**config.mk**
```make
export PLATFORM = sky130hd
export DESIGN_NAME = seg_bus_flat
export DESIGN_NICKNAME = d
export VERILOG_FILES = /design/src/rtl/seg_bus_pkg.sv /design/src/rtl/seg_bus_if.sv /design/src/rtl/seg_bus_dec.sv /design/src/rtl/seg_bus.sv /design/src/flat_wrapper.sv
export SDC_FILE = /design/constraint.sdc
export NUM_CORES = 1
export LEC_CHECK = 0
export CELL_PAD_IN_SITES_DETAIL_PLACEMENT = 0
export CELL_PAD_IN_SITES_GLOBAL_PLACEMENT = 2
export CORE_ASPECT_RATIO = 0.5
export CORE_MARGIN = 2
export CORE_UTILIZATION = 28
export DETAILED_ROUTE_END_ITERATION = 10
export GPL_TIMING_DRIVEN = 1
export PLACE_DENSITY_LB_ADDON = 0.1
export REMOVE_ABC_BUFFERS = 1
export SLEW_MARGIN = 5
export SYNTH_ARGS = -nofsm -noshare
export SYNTH_HDL_FRONTEND = slang
export SYNTH_HIERARCHICAL = 1
export SYNTH_SLANG_ARGS = --single-unit
```
**constraint.sdc**
```tcl
create_clock -name sck -period 1.9 [get_ports sck]
set_input_delay 0.285 -clock sck [delete_from_list [all_inputs] [get_ports sck]]
set_output_delay 0.285 -clock sck [all_outputs]
set_load 0.1 [all_outputs]
```
**src/rtl/seg_bus_pkg.sv**
```systemverilog
// -----------------------------------------------------------------------------
// seg_bus_pkg
// Shared types and helpers for the segmented data-memory bus.
//   state_e    : bus FSM states
//   SLV_*      : slave index map (iram, dram, vga)
//   sa_width   : width of the per-beat slave address carried on mosi
//   idx_width  : width of an index into n items (at least 1 bit)
// -----------------------------------------------------------------------------
package seg_bus_pkg;

  typedef enum logic [1:0] {
    ST_IDLE = 2'd0,
    ST_XFER = 2'd1,
    ST_DONE = 2'd2,
    ST_ERR  = 2'd3
  } state_e;

  localparam int SLV_IRAM = 0;
  localparam int SLV_DRAM = 1;
  localparam int SLV_VGA  = 2;

  // Word address bits below the decode field, plus the beat number appended
  // as the least significant part of the slave address.
  function automatic int sa_width(input int addr_w, input int dec_w,
                                  input int data_w, input int lane_w);
    return addr_w - dec_w - $clog2(data_w / 8) + $clog2(data_w / lane_w);
  endfunction

  function automatic int idx_width(input int n);
    return (n > 1) ? $clog2(n) : 1;
  endfunction

endpackage

```
**src/rtl/seg_bus_if.sv**
```systemverilog
// -----------------------------------------------------------------------------
// seg_bus_if
// Bundles the CPU-side request port and the slave-side segmented bus.
//   req/rw/addr/wdata : CPU request          rdata/ack/err : CPU response
//   cs_n/mosi         : slave select + beat  miso/s_rdy    : slave response
// Modports:
//   master : view of the seg_bus block itself (drives responses and slaves)
//   slave  : view of the surroundings (CPU and slaves)
// -----------------------------------------------------------------------------
interface seg_bus_if
  import seg_bus_pkg::*;
#(
  parameter int DATA_W = 32,
  parameter int LANE_W = 16,
  parameter int ADDR_W = 32,
  parameter int DEC_W  = 12,
  parameter int NSLV   = 3
) ();

  localparam int SA_W   = sa_width(ADDR_W, DEC_W, DATA_W, LANE_W);
  localparam int MOSI_W = 1 + LANE_W + SA_W;

  logic                   req;
  logic                   rw;
  logic [ADDR_W-1:0]      addr;
  logic [DATA_W-1:0]      wdata;
  logic [DATA_W-1:0]      rdata;
  logic                   ack;
  logic                   err;
  logic [NSLV-1:0]        cs_n;
  logic [MOSI_W-1:0]      mosi;
  logic [NSLV*LANE_W-1:0] miso;
  logic [NSLV-1:0]        s_rdy;

  modport master (
    input  req, rw, addr, wdata, miso, s_rdy,
    output rdata, ack, err, cs_n, mosi
  );

  modport slave (
    output req, rw, addr, wdata, miso, s_rdy,
    input  rdata, ack, err, cs_n, mosi
  );

endinterface

```
**src/rtl/seg_bus_dec.sv**
```systemverilog
// -----------------------------------------------------------------------------
// seg_bus_dec
// Combinational address decoder: the top DEC_W address bits form the slave
// index; the access is mapped when that index is below NSLV.
//   addr   in  : CPU byte address
//   sel    out : slave index (truncated, meaningful only when mapped)
//   mapped out : index selects an existing slave
// -----------------------------------------------------------------------------
module seg_bus_dec
  import seg_bus_pkg::*;
#(
  parameter int ADDR_W = 32,
  parameter int DEC_W  = 12,
  parameter int NSLV   = 3,
  parameter int SEL_W  = idx_width(NSLV)
) (
  input  logic [ADDR_W-1:0] addr,
  output logic [SEL_W-1:0]  sel,
  output logic              mapped
);

  logic [DEC_W-1:0] idx;

  assign idx    = addr[ADDR_W-1 -: DEC_W];
  // Compare the full decode field so aliases of small indices stay unmapped.
  assign mapped = idx < DEC_W'(NSLV);
  assign sel    = idx[SEL_W-1:0];

  // Low address bits carry the word offset, not the slave index.
  logic unused_low;
  assign unused_low = ^addr[ADDR_W-DEC_W-1:0];

endmodule

```
**src/rtl/seg_bus.sv**
```systemverilog
// -----------------------------------------------------------------------------
// seg_bus
// Splits one DATA_W CPU access into DATA_W/LANE_W slave beats (low lane
// first), selects one of NSLV slaves from the top address bits, and
// reassembles read data. Unmapped accesses complete with ack+err.
//   sck   : clock, rising edge
//   rst_n : asynchronous active-low reset
//   bus   : seg_bus_if.master (CPU request/response + slave bus)
// Optional: define SEG_BUS_TIMEOUT_EN to end a beat with ack+err after
// TIMEOUT consecutive cycles without the selected slave's s_rdy.
// -----------------------------------------------------------------------------
module seg_bus
  import seg_bus_pkg::*;
#(
  parameter int DATA_W  = 32,
  parameter int LANE_W  = 16,
  parameter int ADDR_W  = 32,
  parameter int DEC_W   = 12,
  parameter int NSLV    = 3,
  parameter int TIMEOUT = 15
) (
  input logic      sck,
  input logic      rst_n,
  seg_bus_if.master bus
);

  localparam int BEATS    = DATA_W / LANE_W;
  localparam int BEAT_W   = idx_width(BEATS);
  localparam int BEAT_LOG = $clog2(BEATS);
  localparam int OFF_W    = $clog2(DATA_W / 8);
  localparam int WORD_W   = ADDR_W - DEC_W - OFF_W;
  localparam int SA_W     = sa_width(ADDR_W, DEC_W, DATA_W, LANE_W);
  localparam int MOSI_W   = 1 + LANE_W + SA_W;
  localparam int SEL_W    = idx_width(NSLV);

  state_e              state_q, state_nx;
  logic [BEAT_W-1:0]   beat_q, beat_nx;
  logic [SEL_W-1:0]    sel_q, sel_nx;
  logic                rw_q, rw_nx;
  logic [WORD_W-1:0]   word_q, word_nx;
  logic [DATA_W-1:0]   wdata_q, wdata_nx;
  logic [DATA_W-1:0]   rdata_q;
  logic                ack_q, err_q;
  logic [NSLV-1:0]     cs_n_q, cs_n_d;
  logic [MOSI_W-1:0]   mosi_q, mosi_d;

  logic [SEL_W-1:0]    dec_sel;
  logic                dec_mapped;
  logic                rdy_sel;

`ifdef SEG_BUS_TIMEOUT_EN
  localparam int CNT_W = $clog2(TIMEOUT + 1);
  logic [CNT_W-1:0]    cnt_q, cnt_nx;
`endif

  seg_bus_dec #(
    .ADDR_W (ADDR_W),
    .DEC_W  (DEC_W),
    .NSLV   (NSLV),
    .SEL_W  (SEL_W)
  ) u_dec (
    .addr   (bus.addr),
    .sel    (dec_sel),
    .mapped (dec_mapped)
  );

  // Only the latched slave's strobe can complete a beat.
  assign rdy_sel = |(bus.s_rdy & (NSLV'(1) << sel_q));

  function automatic logic [SA_W-1:0] slave_addr(input logic [WORD_W-1:0] word,
                                                 input logic [BEAT_W-1:0] beat);
    return (SA_W'(word) << BEAT_LOG) | SA_W'(beat);
  endfunction

  // NOTE: every variable assigned here gets a default first, so no path
  // leaves one unassigned and no latch is inferred.
  always_comb begin
    state_nx = state_q;
    beat_nx  = beat_q;
    sel_nx   = sel_q;
    rw_nx    = rw_q;
    word_nx  = word_q;
    wdata_nx = wdata_q;
`ifdef SEG_BUS_TIMEOUT_EN
    cnt_nx   = cnt_q;
`endif
    unique case (state_q)
      ST_IDLE: begin
        if (bus.req) begin
          rw_nx    = bus.rw;
          word_nx  = bus.addr[ADDR_W-DEC_W-1 -: WORD_W];
          wdata_nx = bus.wdata;
          sel_nx   = dec_sel;
          beat_nx  = '0;
          state_nx = dec_mapped ? ST_XFER : ST_ERR;
`ifdef SEG_BUS_TIMEOUT_EN
          cnt_nx   = '0;
`endif
        end
      end
      ST_XFER: begin
        if (rdy_sel) begin
`ifdef SEG_BUS_TIMEOUT_EN
          cnt_nx = '0;
`endif
          if (beat_q == BEAT_W'(BEATS - 1)) state_nx = ST_DONE;
          else                              beat_nx  = beat_q + 1'b1;
        end
`ifdef SEG_BUS_TIMEOUT_EN
        // cnt_q counts completed wait cycles; this is the TIMEOUT-th one.
        else if (cnt_q == CNT_W'(TIMEOUT - 1)) state_nx = ST_ERR;
        else                                    cnt_nx   = cnt_q + 1'b1;
`endif
      end
      ST_DONE, ST_ERR: state_nx = ST_IDLE;
      default:         state_nx = ST_IDLE;
    endcase

    // Outputs are registered from the next state so they are valid for the
    // whole cycle that state is held.
    cs_n_d = '1;
    mosi_d = '0;
    if (state_nx == ST_XFER) begin
      cs_n_d = ~(NSLV'(1) << sel_nx);
      mosi_d = {rw_nx, wdata_nx[beat_nx*LANE_W +: LANE_W], slave_addr(word_nx, beat_nx)};
    end
  end

  // NOTE: sequential state uses non-blocking assignments so every register
  // samples pre-edge values regardless of statement order.
  always_ff @(posedge sck or negedge rst_n) begin
    if (!rst_n) begin
      state_q <= ST_IDLE;
      beat_q  <= '0;
      sel_q   <= '0;
      rw_q    <= 1'b0;
      word_q  <= '0;
      wdata_q <= '0;
      rdata_q <= '0;
      ack_q   <= 1'b0;
      err_q   <= 1'b0;
      cs_n_q  <= '1;
      mosi_q  <= '0;
`ifdef SEG_BUS_TIMEOUT_EN
      cnt_q   <= '0;
`endif
    end else begin
      state_q <= state_nx;
      beat_q  <= beat_nx;
      sel_q   <= sel_nx;
      rw_q    <= rw_nx;
      word_q  <= word_nx;
      wdata_q <= wdata_nx;
      ack_q   <= (state_nx == ST_DONE) || (state_nx == ST_ERR);
      err_q   <= (state_nx == ST_ERR);
      cs_n_q  <= cs_n_d;
      mosi_q  <= mosi_d;
`ifdef SEG_BUS_TIMEOUT_EN
      cnt_q   <= cnt_nx;
`endif
      if (state_nx == ST_ERR)
        rdata_q <= '0;
      else if (state_q == ST_XFER && rdy_sel && !rw_q)
        rdata_q[beat_q*LANE_W +: LANE_W] <= bus.miso[sel_q*LANE_W +: LANE_W];
    end
  end

  assign bus.rdata = rdata_q;
  assign bus.ack   = ack_q;
  assign bus.err   = err_q;
  assign bus.cs_n  = cs_n_q;
  assign bus.mosi  = mosi_q;

endmodule

```
**src/flat_wrapper.sv**
```systemverilog
// flat-port wrapper written by rule: the top's interface ports become plain ports
module seg_bus_flat import seg_bus_pkg::*;
#(
  parameter int DATA_W  = 32,
  parameter int LANE_W  = 16,
  parameter int ADDR_W  = 32,
  parameter int DEC_W   = 12,
  parameter int NSLV    = 3,
  parameter int TIMEOUT = 15
)
  (sck, rst_n, bus_req, bus_rw, bus_addr, bus_wdata, bus_miso, bus_s_rdy, bus_rdata, bus_ack, bus_err, bus_cs_n, bus_mosi);
  seg_bus_if #(.DATA_W(DATA_W), .LANE_W(LANE_W), .ADDR_W(ADDR_W), .DEC_W(DEC_W), .NSLV(NSLV)) bus_i ();
  input logic sck;
  input logic rst_n;
  input wire logic [$bits(bus_i.req)-1:0] bus_req;
  input wire logic [$bits(bus_i.rw)-1:0] bus_rw;
  input wire logic [$bits(bus_i.addr)-1:0] bus_addr;
  input wire logic [$bits(bus_i.wdata)-1:0] bus_wdata;
  input wire logic [$bits(bus_i.miso)-1:0] bus_miso;
  input wire logic [$bits(bus_i.s_rdy)-1:0] bus_s_rdy;
  output wire logic [$bits(bus_i.rdata)-1:0] bus_rdata;
  output wire logic [$bits(bus_i.ack)-1:0] bus_ack;
  output wire logic [$bits(bus_i.err)-1:0] bus_err;
  output wire logic [$bits(bus_i.cs_n)-1:0] bus_cs_n;
  output wire logic [$bits(bus_i.mosi)-1:0] bus_mosi;
  assign bus_i.req = bus_req;
  assign bus_i.rw = bus_rw;
  assign bus_i.addr = bus_addr;
  assign bus_i.wdata = bus_wdata;
  assign bus_i.miso = bus_miso;
  assign bus_i.s_rdy = bus_s_rdy;
  assign bus_rdata = bus_i.rdata;
  assign bus_ack = bus_i.ack;
  assign bus_err = bus_i.err;
  assign bus_cs_n = bus_i.cs_n;
  assign bus_mosi = bus_i.mosi;
  seg_bus #(.DATA_W(DATA_W), .LANE_W(LANE_W), .ADDR_W(ADDR_W), .DEC_W(DEC_W), .NSLV(NSLV), .TIMEOUT(TIMEOUT)) u_core (.sck(sck), .rst_n(rst_n), .bus(bus_i));
endmodule
```
==> out/qor.yml <==
first_pass_iters: 4
synth_cell_type_count: 34
cp-start-kind: "input pin"
drv_cap: 0
critical_path_required_ns: 2.23
rsz0062_at_grt: "no"
grt_max_degree: 44
rows: 35
final_nets: 777
fin_hold_ws_ns: 0.3419
yosysMostFrequentCell: "dfrtp_1"
numCtsBuffers: 17
synthCells: 445
powerDensity_nw_per_um2: 2030
yosys_most_used_dff: "dfrtp_1"
ioPinCount: 192
die-area_sq_um: 20570
port_buffers: 189
final_util_pct: 44.60
finClkSkew_ns: 0.006830
ir_drop_v: 0.0009683
slowest_delay_ns: 0.40
crit_path_end_kind: "register"
synthToLayoutAreaGrowth_pct: 53.74
synth_common_cells: "126 x dfrtp_1, 51 x nand2_1, 50 x mux2i_1"
antenna_cells: 0
dr.first_iter.drc_count: 124
multi_input_area_sq_um: 1946
coreArea_sq_um: 18700
synthArstFlopShare_pct: 100.0
synth_top_area_cell: "dfrtp_1"
fmax_ghz: 0.5752
synth_area_per_cell_sq_um: 12.19
drv_slew: 0
final_hold_viol_count: 0
post_route_cells_drive_above_1_share_pct: 29.21
arrival_ns: 2.06
cts.sinks: 129
cpMaxStageDelayCell: "clkdlybuf4s50_1"
status: "finished, final reports clean"
clock_latency_ns: 0.41
ys_top_cells_by_area: "dfrtp_1 58%, mux2i_1 9.2%, mux2_2 7.7%, nand2_1 3.5%, nor2b_1 2.5%"
chipWidth_microns: 200.9
fp.dieH_microns: 102.4
synth-seq-area-share_pct: 59.57
finalSetupViolCount: 0
fin_crit_ns: 1.738
wl_per_cell_microns: 16.18
start_util_pct: 29.01
grt_usage_pct: 15.07
p_leak_nw: 3.946
cts_buffer_depth: 2
seq_area_sq_um: 3232
worst_pin_slew_ns: 0.4341
critPathMaxFanout: 24
antenna_found_initial: 0
synth_enable_flop_cells: 0
cp_cell_sequence: "clkdlybuf4s50_1 > nor4_1 > and3_1 > a21oi_1 > a211o_2 > buf_12 > a211oi_2"
relSlewSlack_pct: 71.00
worstSetupPathType: "in -> reg"
via_per_inst: 4.348
yosysTopAreaCellShare_pct: 58.12
finalCritPeriodShare_pct: 91.49
drc: 0
hp-class: "in -> async"
cts_tree: "yes"
hpwl_microns: 10630
wl_microns: 15050
grt-ovfl-total: 0
final_antenna_net_count: 0
grt_pass1_vias: 4276
rrSetupSlack_ns: 0.17
n_fill_cell: 1798
ys_warn_count: 6
clk_transition_reported_paths_ns: 0.06
grt_pass1_wl_microns: 23580
place.gp.congestion: 0.7315
vias: 4044
h-tree-depth: 4
synth-seq-cells: 129
clock-root-buffer: "clkbuf_16"
syn_area_sq_um: 5425
metrics by stage:
stage	setup WS [ns]	std cells	setup TNS, ns	cell area, sq um	power (W)
finish	0.1616	930	0	8341	0.01693
global route	0.06550	930	0	8341	0.01787
CTS	0.1645	930	0	8341	0.01719
detailed placement	-0.2420	897	-8.210	7707	0.01365
global placement	-0.2444	897	-8.529	7707	0.01361
floorplan	-1.496	414	-116.24	5246	0.01077
final cells by class:
type | count | area share (%)
clock inverters | 11 | 1.830
well taps | 259 | 3.885
inverters | 18 | 0.8401
repair buffers | 225 | 25.73
multi-input cells | 267 | 23.33
flip-flops and latches | 129 | 38.75
clock buffers | 21 | 5.641
per-layer routing:
metal,wire [microns],GRT usage [%],share of wire [%],vias to the layer above
met4,158,4.786,1.1,0
met5,0,0,0,-
met2,6922,23.69,46,97
met3,788,5.006,5.2,13
li1,-,-,-,1958
met1,7176,19.89,48,1976
where the power goes:
group          leakage, nW  total [W]  switching, W  internal [W]
logic                 2.00    0.00917       0.00637       0.00280
registers             1.65    0.00432      0.000429       0.00389
clock network        0.296    0.00344       0.00126       0.00218
worst max-delay path: cells and delay by family:
kind                   cells  cell delay [ns]
buffers and inverters      2             0.59
AO/OA/AOI/OAI              3             0.68
AND/OR/NAND/NOR            2             0.50
state kept, by name, indices dropped and copies added (netlist names):
register	cells
u_core/bus.cs_n	3
u_core/state_q	2
u_core/sel_q	2
u_core/rw_q	1
u_core/beat_q	1
u_core/bus.mosi	36
u_core/bus.rdata	32
u_core/bus.ack	1
u_core/word_q	18
u_core/bus.err	1
u_core/wdata_q	32
cell families after synthesis:
logic type,synth area share [%]
compound gates,9.133
simple gates,9.802
mux,16.90
flops,59.57
buf+inv,4.590
placed cells by master, fill, tap and decap left out, drive strengths merged, types with 2 or more instances in the layout:
cell / n
nand2: 51
a21oi: 18
clkdlybuf4s50: 115
dfrtp: 126
clkbuf: 21
inv: 19
dfstp: 3
nor2b: 22
bufinv: 3
a31oi: 16
mux2: 37
or3b: 2
o21ai: 18
clkinvlp: 3
nand3: 2
a211oi: 17
nand2b: 4
nor2: 19
clkinv: 4
nor4: 2
buf: 109
mux2i: 50
timing repair:
action	4_1_cts	5_1_grt
resized for setup	0	0
hold endpoints to repair	33	0
setup buffers	0	0
hold buffers	1	0
worst paths after layout:
check                                       start                  end  cells past startpoint
worst max-delay path                 bus_addr[24]  u_core/bus.mosi[28]                      7
worst min-delay path                        rst_n    u_core/word_q[15]                      2
worst max register to register  u_core/state_q[1]  u_core/bus.mosi[34]                      5
worst min register to register  u_core/word_q[11]    u_core/word_q[11]                      1
max in group asynchronous                   rst_n   u_core/bus.cs_n[2]                      3
min in group sck                    bus_wdata[24]   u_core/wdata_q[24]                      3
Note: power is estimated with default switching activity, not from simulation.
